$ cat src/rtl/nonce_pkg.sv
// Shared types and sizes for the nonce search controller and its helpers.
package nonce_pkg;

    localparam int unsigned HASH_W      = 24;
    localparam int unsigned BYTE_W      = 8;
    localparam int unsigned ENTRY_BYTES = 12;
    localparam int unsigned BLOCK_BYTES = 16;
    localparam int unsigned ENTRY_W     = ENTRY_BYTES * BYTE_W;

    typedef enum logic [1:0] {
        StIdle,
        StClr,
        StWait,
        StCheck
    } state_e;

endpackage

$ cat src/rtl/nonce_target_cmp.sv
// Difficulty test on a returned hash: both low bytes must be strictly below target.
// The top byte of the hash never takes part, so only the two low bytes come in.
module nonce_target_cmp
    import nonce_pkg::*;
(
    input  logic [BYTE_W-1:0] i_byte0,
    input  logic [BYTE_W-1:0] i_byte1,
    input  logic [BYTE_W-1:0] i_target,
    output logic              o_hit
);

    // Unsigned compare of each byte against the threshold
    always_comb begin
        o_hit = (i_byte0 < i_target) && (i_byte1 < i_target);
    end

endmodule

$ cat src/rtl/nonce_search_ctrl.sv
// Search controller: restarts the hash engine per nonce, waits for done, tests the
// hash against target and steps the nonce until a hit, the limit, or a timeout.
module nonce_search_ctrl
    import nonce_pkg::*;
#(
    parameter int unsigned        NONCE_W     = 32,
    parameter logic [NONCE_W-1:0] START_NONCE = '0,
    parameter int unsigned        TIMEOUT     = 64,
    parameter int unsigned        GUARD       = 2
) (
    input  logic               i_clk,
    input  logic               i_reset,
    input  logic               i_start,
    input  logic [ENTRY_W-1:0] i_entry_12,
    input  logic [BYTE_W-1:0]  i_target,
    input  logic [NONCE_W-1:0] i_nonce_limit,
    output logic [ENTRY_W-1:0] o_entry_out,
    output logic [NONCE_W-1:0] o_nonce,
    output logic               o_selector,
    output logic               o_hash_clr,
    input  logic               i_hash_done,
    input  logic [HASH_W-1:0]  i_hash_in,
    output logic               o_busy,
    output logic               o_found,
    output logic               o_exhausted,
    output logic               o_timeout_err,
    output logic [NONCE_W-1:0] o_win_nonce,
    output logic [HASH_W-1:0]  o_win_hash
);

    localparam int unsigned      CNT_W     = (TIMEOUT > 1) ? $clog2(TIMEOUT) : 1;
    localparam logic [CNT_W-1:0] CNT_GUARD = CNT_W'(GUARD);
    localparam logic [CNT_W-1:0] CNT_LAST  = CNT_W'(TIMEOUT - 1);

    state_e             r_state;
    state_e             w_state_next;
    logic [CNT_W-1:0]   r_cnt;
    logic [HASH_W-1:0]  r_hash;
    logic [BYTE_W-1:0]  r_target;
    logic [NONCE_W-1:0] r_limit;
    logic [ENTRY_W-1:0] r_entry;
    logic [NONCE_W-1:0] r_nonce;
    logic               r_selector;
    logic               r_hash_clr;
    logic               r_busy;
    logic               r_found;
    logic               r_exhausted;
    logic               r_timeout_err;
    logic [NONCE_W-1:0] r_win_nonce;
    logic [HASH_W-1:0]  r_win_hash;

    logic w_hit;
    logic w_accept;
    logic w_capture;
    logic w_timeout;
    logic w_hit_set;
    logic w_exh_set;
    logic w_step;

    nonce_target_cmp u_cmp (
        .i_byte0  (r_hash[BYTE_W-1:0]),
        .i_byte1  (r_hash[2*BYTE_W-1:BYTE_W]),
        .i_target (r_target),
        .o_hit    (w_hit)
    );

    // State register
    always_ff @(posedge i_clk) begin
        if (i_reset) begin
            r_state <= StIdle;
        end else begin
            r_state <= w_state_next;
        end
    end

    // Next-state decode and per-cycle action strobes
    always_comb begin
        w_state_next = r_state;
        w_accept     = 1'b0;
        w_capture    = 1'b0;
        w_timeout    = 1'b0;
        w_hit_set    = 1'b0;
        w_exh_set    = 1'b0;
        w_step       = 1'b0;
        unique case (r_state)
            StIdle: begin
                if (i_start) begin
                    w_accept     = 1'b1;
                    w_state_next = StClr;
                end
            end
            StClr: begin
                w_state_next = StWait;
            end
            StWait: begin
                // A qualifying done beats the timeout on the same cycle
                if (i_hash_done && (r_cnt >= CNT_GUARD)) begin
                    w_capture    = 1'b1;
                    w_state_next = StCheck;
                end else if (r_cnt == CNT_LAST) begin
                    w_timeout    = 1'b1;
                    w_state_next = StIdle;
                end
            end
            StCheck: begin
                if (w_hit) begin
                    w_hit_set    = 1'b1;
                    w_state_next = StIdle;
                end else if (r_nonce == r_limit) begin
                    w_exh_set    = 1'b1;
                    w_state_next = StIdle;
                end else begin
                    w_step       = 1'b1;
                    w_state_next = StClr;
                end
            end
            default: begin
                w_state_next = StIdle;
            end
        endcase
    end

    // Datapath, result registers and outputs; strobes are registered off the next state
    always_ff @(posedge i_clk) begin
        if (i_reset) begin
            r_cnt         <= '0;
            r_hash        <= '0;
            r_target      <= '0;
            r_limit       <= '0;
            r_entry       <= '0;
            r_nonce       <= START_NONCE;
            r_selector    <= 1'b0;
            r_hash_clr    <= 1'b0;
            r_busy        <= 1'b0;
            r_found       <= 1'b0;
            r_exhausted   <= 1'b0;
            r_timeout_err <= 1'b0;
            r_win_nonce   <= '0;
            r_win_hash    <= '0;
        end else begin
            r_hash_clr <= (w_state_next == StClr);
            r_selector <= (w_state_next != StIdle);
            r_busy     <= (w_state_next != StIdle);
            if (r_state == StClr) begin
                r_cnt <= '0;
            end else if (r_state == StWait) begin
                r_cnt <= r_cnt + 1'b1;
            end
            if (w_accept) begin
                r_entry       <= i_entry_12;
                r_target      <= i_target;
                r_limit       <= i_nonce_limit;
                r_nonce       <= START_NONCE;
                r_found       <= 1'b0;
                r_exhausted   <= 1'b0;
                r_timeout_err <= 1'b0;
            end
            if (w_capture) begin
                r_hash <= i_hash_in;
            end
            if (w_timeout) begin
                r_timeout_err <= 1'b1;
            end
            if (w_hit_set) begin
                r_found     <= 1'b1;
                r_win_nonce <= r_nonce;
                r_win_hash  <= r_hash;
            end
            if (w_exh_set) begin
                r_exhausted <= 1'b1;
            end
            if (w_step) begin
                r_nonce <= r_nonce + 1'b1;
            end
        end
    end

    assign o_entry_out   = r_entry;
    assign o_nonce       = r_nonce;
    assign o_selector    = r_selector;
    assign o_hash_clr    = r_hash_clr;
    assign o_busy        = r_busy;
    assign o_found       = r_found;
    assign o_exhausted   = r_exhausted;
    assign o_timeout_err = r_timeout_err;
    assign o_win_nonce   = r_win_nonce;
    assign o_win_hash    = r_win_hash;

endmodule
$ cat config.mk
export PLATFORM = sky130hd
export DESIGN_NAME = nonce_search_ctrl
export DESIGN_NICKNAME = d
export VERILOG_FILES = /design/src/rtl/nonce_pkg.sv /design/src/rtl/nonce_target_cmp.sv /design/src/rtl/nonce_search_ctrl.sv
export SDC_FILE = /design/constraint.sdc
export NUM_CORES = 1
export LEC_CHECK = 0
export ABC_AREA = 1
export BUFFER_PORTS_ARGS = -buffer_cell sky130_fd_sc_hd__buf_2
export CAP_MARGIN = 20
export CORE_MARGIN = 1.5
export CORE_UTILIZATION = 24
export DETAILED_ROUTE_END_ITERATION = 10
export HOLD_SLACK_MARGIN = 0.02
export PLACE_DENSITY_LB_ADDON = 0.2
export RECOVER_POWER = 50
export SLEW_MARGIN = 20
export SYNTH_ARGS = -nofsm -noshare
export SYNTH_HDL_FRONTEND = slang
export SYNTH_SLANG_ARGS = --single-unit
$ cat constraint.sdc
create_clock -name i_clk -period 3.2 [get_ports i_clk]
set_input_delay 0 -clock i_clk [delete_from_list [all_inputs] [get_ports i_clk]]
set_output_delay 0 -clock i_clk [all_outputs]
set_load 0.01 [all_outputs]
Yosys cells after proc, flatten, opt, wreduce, memory -nomap -nowiden --
Index checks and enable logic that the tools add are counted.
Word-level totals: bits in registers 261, latch bits 0, RAM bits 0, bits in read-only memories 0, output and inout port bits 190, logic and storage cells 61, memories kept 0
Cells by class: $add $sub $neg 2, $mul 0, divide/modulo/power cells 0, order comparisons 3, equal/unequal tests 6, shifts and indexed selects 0, mux-type cells 27, bitwise logic cells 0, reduce and logical (&&, ||, !) cells 9
Operators with widths (number):
- two-way mux 32 bit | 2
- adder 32 x 1 -> 32 bit (second input constant) | 1
- == test 32 bit | 1
- two-way mux 1 bit | 21
- less-than comparator 8 bit | 2
- nonzero test 2 bit | 5
- one-hot mux 2 bit (4 select lines) | 1
- adder 6 x 1 -> 6 bit (second input constant) | 1
- == test 6 bit (second input constant) | 1
- greater-or-equal comparator 6 x 2 -> 1 bit (second input constant) | 1
- two-way mux 2 bit | 3
- == test 2 x 1 -> 1 bit (second input constant) | 2
- == test 2 bit (second input constant) | 2
- logical AND 1 bit | 2
- logical NOT 2 bit | 1
- OR reduction 2 bit | 1

Longest topological paths before layout --
Gate-level depths: netlist (run 1).
depth in word-level cells 5, gate-level depth with buffers 13, depth with buffers taken out 12

Modules after synthesis --
Synthesis (run 1) repeated with hierarchy kept, for this count alone.
Unflattened totals: cells, all modules 1525, area total of the unflattened synthesis 10956.8 um^2
Modules (own cells, without submodules):
- nonce_search_ctrl | instances 1, cells an instance 1459, area an instance 10558.9 um^2
- nonce_target_cmp | instances 1, cells an instance 66, area an instance 397.9 um^2

Worst setup path before layout (run 1) --
No wires, ideal clock.
path type reg-to-reg, start point register r_target[7], end point register r_win_nonce[0] (netlist: o_win_nonce[0]), setup time 0.128 ns, arrival time 1.723 ns, slack 1.350 ns, cell stages (with the launch flop) 11, path buffers 2, period minus slack after synthesis 1.850 ns, cells stage by stage dfxtp_1 inv_1 ha_1 a21oi_1 nand2_1 nor3_2 nand3_2 nor2_4 buf_6 buf_2 a21oi_1
On the way: cells in the longest elaborated chain, start to end 4, elaborated cells between the ends (all ways) 5, classes of those cells 2 x order compare; 2 x mux; 1 x reduce/logical
Ends and longest elaborated chain:
- from (decl) | line nonce_search_ctrl.sv:39 | logic [BYTE_W-1:0] r_target;
- from (signal assigned) | line nonce_search_ctrl.sv:151 | r_target <= i_target;
- less-than comparator 8 bit | line nonce_target_cmp.sv:14 | o_hit = (i_byte0 < i_target) && (i_byte1 < i_target);
- logical AND 1 bit (*) | line nonce_target_cmp.sv:14
- two-way mux 1 bit (*) | line nonce_search_ctrl.sv:106 | if (w_hit) begin
- two-way mux 1 bit (*) | line nonce_search_ctrl.sv:85 | unique case (r_state)
- to (signal assigned) | line nonce_search_ctrl.sv:166 | r_win_nonce <= r_nonce;
- to (decl) | line nonce_search_ctrl.sv:49 | logic [NONCE_W-1:0] r_win_nonce;
Mark *: on every way between the ends. The rest lies on a longest branch, timed or not. A chain may end at the register's enable or synchronous reset.

Worst setup path in the final report (run 1) --
start point register r_state[0], end point register r_limit[20]
On the way: cells in the longest elaborated chain, start to end 2
Ends and longest elaborated chain:
- from (decl) | line nonce_search_ctrl.sv:35 | state_e r_state;
- from (signal assigned) | line nonce_search_ctrl.sv:70 | r_state <= StIdle;
- from (signal assigned) | line nonce_search_ctrl.sv:72 | r_state <= w_state_next;
- logical NOT 2 bit | line nonce_search_ctrl.sv:85
- two-way mux 1 bit | line nonce_search_ctrl.sv:85
- to (signal assigned) | line nonce_search_ctrl.sv:152 | r_limit <= i_nonce_limit;
- to (decl) | line nonce_search_ctrl.sv:40 | logic [NONCE_W-1:0] r_limit;
Every way passes these cells.

==> key figures, run 1 <==
Logic synthesis
  • Dominant cells by area after synthesis: dfxtp_1, nor2_1, o21ai_0
  • Syn Inst Count: between 1000 and 1500
  • Yosys top cell by area: dfxtp_1
  • Count of flip-flops with a built-in enable after synthesis: 0
  • Post-synth top area share: 48.0%
  • Count leader, synth: nor2_1
  • Top_reg_cell synth: dfxtp_1
  • Post-synthesis compound-gate area fraction: 16.5%
  • Synth Warn #: 0
  • Xor and xnor area share after synthesis: 3.14%
  • Syn avg cell area: between 7 and 8 µm²
  • Largest family of logic cells by synthesized area: simple AND/OR/NAND/NOR gates
  • Netlist cell types: 28
  • Synth Area in Adders: 1.96%
  • Seq cells post-synth: 261
  • Post-synthesis sequential area ratio: 48.0%
  • Async set or reset register ratio after synthesis: 0%
  • Post-synth top cells: nor2_1, dfxtp_1, o21ai_0
  • Cell area after synthesis: between 0.01 and 0.015 mm²
  • Syn_nets: between 1500 and 2000
  • Mux contribution to synthesized area: 0%
  • Post-synthesis simple-gate area fraction: between 20% and 30%

Power
  • Peak supply drop: 0.000398 V
  • Leak: roughly 6.4 nW
  • Power per cell area: between 500 and 600 mW/mm²

Route
  • Iteration count of the initial detailed-routing pass: 7
  • Drt drc: 0
  • Iteration-0 DRC count of the detailed router: roughly 600
  • Number of routed nets with antenna violations: 0
  • Final wirelength: around 41 mm
  • Avg WL per Cell: ~16 µm
  • Vias per cell: roughly 4.4
  • Via count: approximately 11000

Setup path
  • Slowest-stage cell, CP: inv_1
  • Worst Path Buf+Inv: 3
  • Worst path required time: roughly 3700 ps
  • Critical path endpoint category: flop
  • Largest fanout on the critical path: between 40 and 50
  • CP top delay family: buffers and inverters
  • Worst Setup Start Kind: flop
  • WS Path Type: reg -> reg
  • CP arrival: 2970 ps
  • Cell breakdown of the critical path: inv_1, nand3_1, inv_1, buf_4, nor2_1, nor2_1
  • Max incr delay on CP: between 1000 and 1500 ps

Timing
  • Worst rel slew slack: -4.89%
  • Fin crit share: 78.1%
  • Setup violations, final: 0
  • Setup Skew: 16.4 ps
  • Final TNS setup: 0 ps
  • Worst hold slack: ~260 ps
  • Min cycle time layout: approximately 2500 ps
  • Unrepaired setup endpoints after global routing: no
  • Max Clock Freq: between 0.3 and 0.4 GHz
  • Hold Fails Final Rpt: 0
  • Slew Limit Fails: 45
  • Least-Margin Pin Slew: around 1600 ps

Global routing
  • First-pass GRT wire length: between 60 and 70 mm
  • Pin count of the biggest net entering global routing: between 150 and 200
  • GR Overflow Total: 0
  • Overall routing resource usage: between 15 and 20%
  • Initial antenna violation count: 12
  • Vias in the first global route: 11300

Flow run
  • Max Cap Viol: 1

Finish
  • Nets: 2145
  • Post-Route Utilization: between 30 and 40%
  • Share of cells above drive strength 1: 12.4%
  • Area Overhead vs Synth: 45.1%
  • Filler Cell Count: between 4000 and 5000

Clocking
  • Max Buffers Root-to-Sink: 3
  • Clk root buf: clkbuf_16
  • Clk slew on worst S/H paths: 60 ps
  • CTS tree: built
  • # Post-CTS Setup Buffers: 0
  • Worst-Skew Late Latency: 540 ps
  • Total CTS buffers: 34
  • Clock sinks: between 200 and 300
  • CTS resizes: 0
  • Htree depth: 2

Die
  • Core area: 0.0445 mm²
  • Die area: around 0.047 mm²
  • IO Pins: 354
  • Die H: between 200 and 250 µm
  • Starting Density: between 20% and 30%
  • Rows: 77
  • Die X: approximately 220 µm

Placement
  • HPWL after DPL: between 20 and 30 mm
  • Gpl congestion: between 0.8 and 0.9
  • IO buf count: between 300 and 400

Min path
  • HP Class: in -> reg

Outcome
  • Failing checks: capacitance limit, slew limit
  • Status: complete, but fails checks
## worst paths after layout
check / start / to / slack, ps / cells after the start
max reg2reg: r_state[0] / r_limit[20] / 700 / 6
max: r_state[0] / r_limit[20] / 700 / 6
min: i_entry_12[20] / o_entry_out[20] / 260 / 4
min reg2reg: r_hash[16] / r_hash[16] / 450 / 2
## worst reg2reg max path: stages (launching register included)
cell,delay [ps]
dfxtp_1,320
inv_1,70
nand3_1,200
inv_1,1190
buf_4,470
nor2_1,80
nor2_1,110
## sequential cells by signal, summed over array words and instances, names as in the netlist, 2 cells and up
name	flops
o_win_hash	24
r_target	8
r_limit	32
o_entry_out	96
o_win_nonce	32
o_nonce	32
r_cnt	6
r_hash	24
r_state	2
## routing by layer
layer | up-vias | wire length [µm] | GRT usage, %
met5 | - | 58 | 0
met4 | 12 | 1080 | 5.93
met3 | 62 | 3210 | 5.50
met2 | 361 | 18500 | 27.8
met1 | 5149 | 18100 | 22.0
li1 | 5786 | - | -
## through the flow
step | area (µm²) | total power, mW | cells | setup WS, ps
after floorplan | 10900 | 4.22 | 1476 | 1350
after global routing | 15800 | 9.02 | 2583 | 348
after global placement | 13100 | 4.66 | 2342 | 966
final | 15800 | 8.58 | 2586 | 700
after detailed placement | 13100 | 4.67 | 2342 | 911
after CTS | 16000 | 8.78 | 2580 | 894
## layout by cell type (no fill, tap or decap), drive strengths merged, types with 16 or more instances in the layout
cell,instances
nand2,168
nand4,35
ha,17
clkbuf,240
xor2,16
buf,181
nand3,54
xnor2,23
inv,108
dlygate4sd3,178
a21oi,135
nor2,330
dfxtp,261
o21ai,224
## report_power, final
group	total (mW)	switching [mW]	internal, mW
Combinational	1.16	0.681	0.481
Clock	3.85	1.49	2.36
Sequential	3.56	0.110	3.45
Total	8.58	2.28	6.29
## cell type report
class | count | area (µm²) | share of cell area (%)
flip-flops and latches | 261 | 5230 | 33.1
multi-input cells | 1009 | 4800 | 30.4
repair buffers | 549 | 3470 | 22.0
clock buffers | 50 | 1010 | 6.43
well taps | 592 | 741 | 4.69
inverters | 109 | 414 | 2.62
clock inverters | 10 | 103 | 0.650
diodes | 6 | 15.0 | 0.0951
## cells by family (layout without fill, tap and decap cells)
family / count (synthesis) / after routing
AOI/OAI and AO/OA: 359 / 359
xor gates and xnor gates: 39 / 39
adders and majority gates: 17 / 17
buffers and inverters: 206 / 718
DFF: 261 / 261
other: 0 / 6
and+or+nand+nor: 594 / 594
## timing repair
action / in CTS / in global routing
setup endpoints to repair: 0 / 0
hold endpoints to repair: 173 / 0
hold buffers: 178 / 0
Power figures use the tool's default switching activity.
==> run 2: changes to the inputs <==
- clock period: 3.2 -> 2.53 ns (I/O delays scaled with it)
==> run 2 against run 1 <==
Flip-flop and latch count unchanged; power up 24%; via count up 1.3%; combinational power up 32%; the flow now finishes without violations.
==> key figures, run 2 (synthesis gave the netlist of run 1 again) <==
Outcome
  • Status: completed

Timing
  • Setup violations, final: 0
  • Worst rel slew slack: between 20% and 30%
  • Slack of the critical path: 255 ps
  • Setup Skew: about 22 ps
  • Min cycle time layout: around 2300 ps
  • Unrepaired setup endpoints after global routing: no
  • Fin crit share: 89.9%
  • Max Clock Freq: approximately 0.44 GHz
  • Least-Margin Pin Slew: ~1200 ps
  • Slew Limit Fails: 0
  • Final TNS setup: 0 ps
  • Hold Fails Final Rpt: 0

Setup path
  • Critical Path Start: r_state[1]
  • WS Path Type: reg -> reg
  • CP arrival: roughly 2700 ps
  • Critical path endpoint category: flop
  • Worst Setup Start Kind: flop
  • Reg2reg start: r_state[1]
  • Worst path required time: between 2000 and 3000 ps
  • Largest fanout on the critical path: 49

Clocking
  • CTS tree: built
  • Clk slew on worst S/H paths: roughly 60 ps
  • CTS resizes: 0
  • Worst-Skew Late Latency: roughly 540 ps
  • # Post-CTS Setup Buffers: 0
  • Clock sinks: between 200 and 300
  • Htree depth: 2
  • Clk root buf: clkbuf_16
  • Total CTS buffers: 34
  • Max Buffers Root-to-Sink: 3

Route
  • M1 wire length: 18.3 mm
  • Final wirelength: roughly 42 mm
  • Iteration count of the initial detailed-routing pass: 5
  • Iteration-0 DRC count of the detailed router: between 500 and 600
  • Vias per cell: 4.40
  • Drt drc: 0
  • WL met2: 19.2 mm
  • Avg WL per Cell: around 16 µm
  • Highest metal used: met5
  • WL met3: ~3 mm
  • Via count: approximately 12000
  • Number of routed nets with antenna violations: 0

Die
  • Die H: between 200 and 250 µm
  • Starting Density: between 20 and 25%
  • Die area: roughly 0.047 mm²
  • Die X: between 200 and 250 µm
  • IO Pins: about 350
  • Rows: 77
  • Core area: about 0.045 mm²

Power
  • Leak: between 6 and 7 nW
  • Power per cell area: ~660 mW/mm²
  • Peak supply drop: roughly 0.0005 V

Global routing
  • Pin count of the biggest net entering global routing: 94
  • Vias in the first global route: ~12000
  • Overall routing resource usage: between 10% and 20%
  • First-pass GRT wire length: between 60 and 70 mm
  • GR Overflow Total: 0
  • Initial antenna violation count: 8

Finish
  • Most frequent cells in the layout: nor2_1, dfxtp_1, o21ai_0
  • Area Overhead vs Synth: 47.8%
  • Max reg flops: 96
  • Nets: 2184
  • Most common cell after layout, fill and taps aside: nor2_1
  • Share of cells above drive strength 1: between 10 and 15%

Placement
  • IO buf count: approximately 350
  • Gpl congestion: between 0.8 and 0.9
  • Post-Place Worst Slack: roughly 390 ps
  • HPWL after DPL: roughly 29 mm

Min path
  • Hold_sp: i_entry_12[50]
  • HP Class: in -> reg

Flow run
  • Max Cap Viol: 0
[run 2: worst paths after layout]
path	depth (start not counted)	end	slack (ps)
setup / recovery	7	r_hash[21]	260
hold / removal	4	o_entry_out[50]	250
setup reg to reg	7	r_hash[21]	260
hold reg to reg	2	r_hash[17]	450
[run 2: power by group]
group / switching, mW / internal (mW)
sequential: 0.145 / 4.37
combinational: 0.884 / 0.644
clock: 1.89 / 2.71
total: 2.92 / 7.73
[run 2: worst max-delay path, stage by stage (launching register included)]
cell	delay, ps
dfxtp_1	350
inv_1	90
nor2_1	450
nand3_1	210
buf_12	220
o21ai_0	180
dlygate4sd3_1	590
a21oi_1	40
[run 2: stage by stage]
| step | hold slack, ps | util (%) | instances | power (mW) | area, µm² |
|---|---|---|---|---|---|
| after global placement | 248 | 29.9 | 2358 | 5.92 | 13300 |
| after global routing | 251 | 36.1 | 2616 | 11.1 | 16100 |
| after detailed placement | 256 | 29.9 | 2358 | 5.93 | 13300 |
| after CTS | 221 | 36.8 | 2614 | 10.9 | 16400 |
| after floorplan | 167 | - | 1476 | 5.34 | 10900 |
| final | 251 | 36.1 | 2618 | 10.6 | 16100 |
[run 2: layer usage]
metal / vias up / track usage (%)
met5: - / 0
li1: 5852 / -
met1: 5252 / 22.0
met3: 67 / 5.09
met4: 8 / 6.06
met2: 342 / 29.1
[run 2: layout make-up]
class | instances | area, µm²
clock inverter | 10 | 93.8
multi-input combinational | 1009 | 4820
fill | 4827 | 28400
clock buffer | 45 | 942
inverter | 109 | 415
sequential | 261 | 5230
timing repair buffer | 588 | 3830
tap | 592 | 741
antenna | 4 | 10.0
[run 2: timing repair]
| action | CTS | global route |
|---|---|---|
| setup endpoints to repair | 0 | 0 |
| hold endpoints to repair | 181 | 0 |
| hold buffers | 201 | 0 |
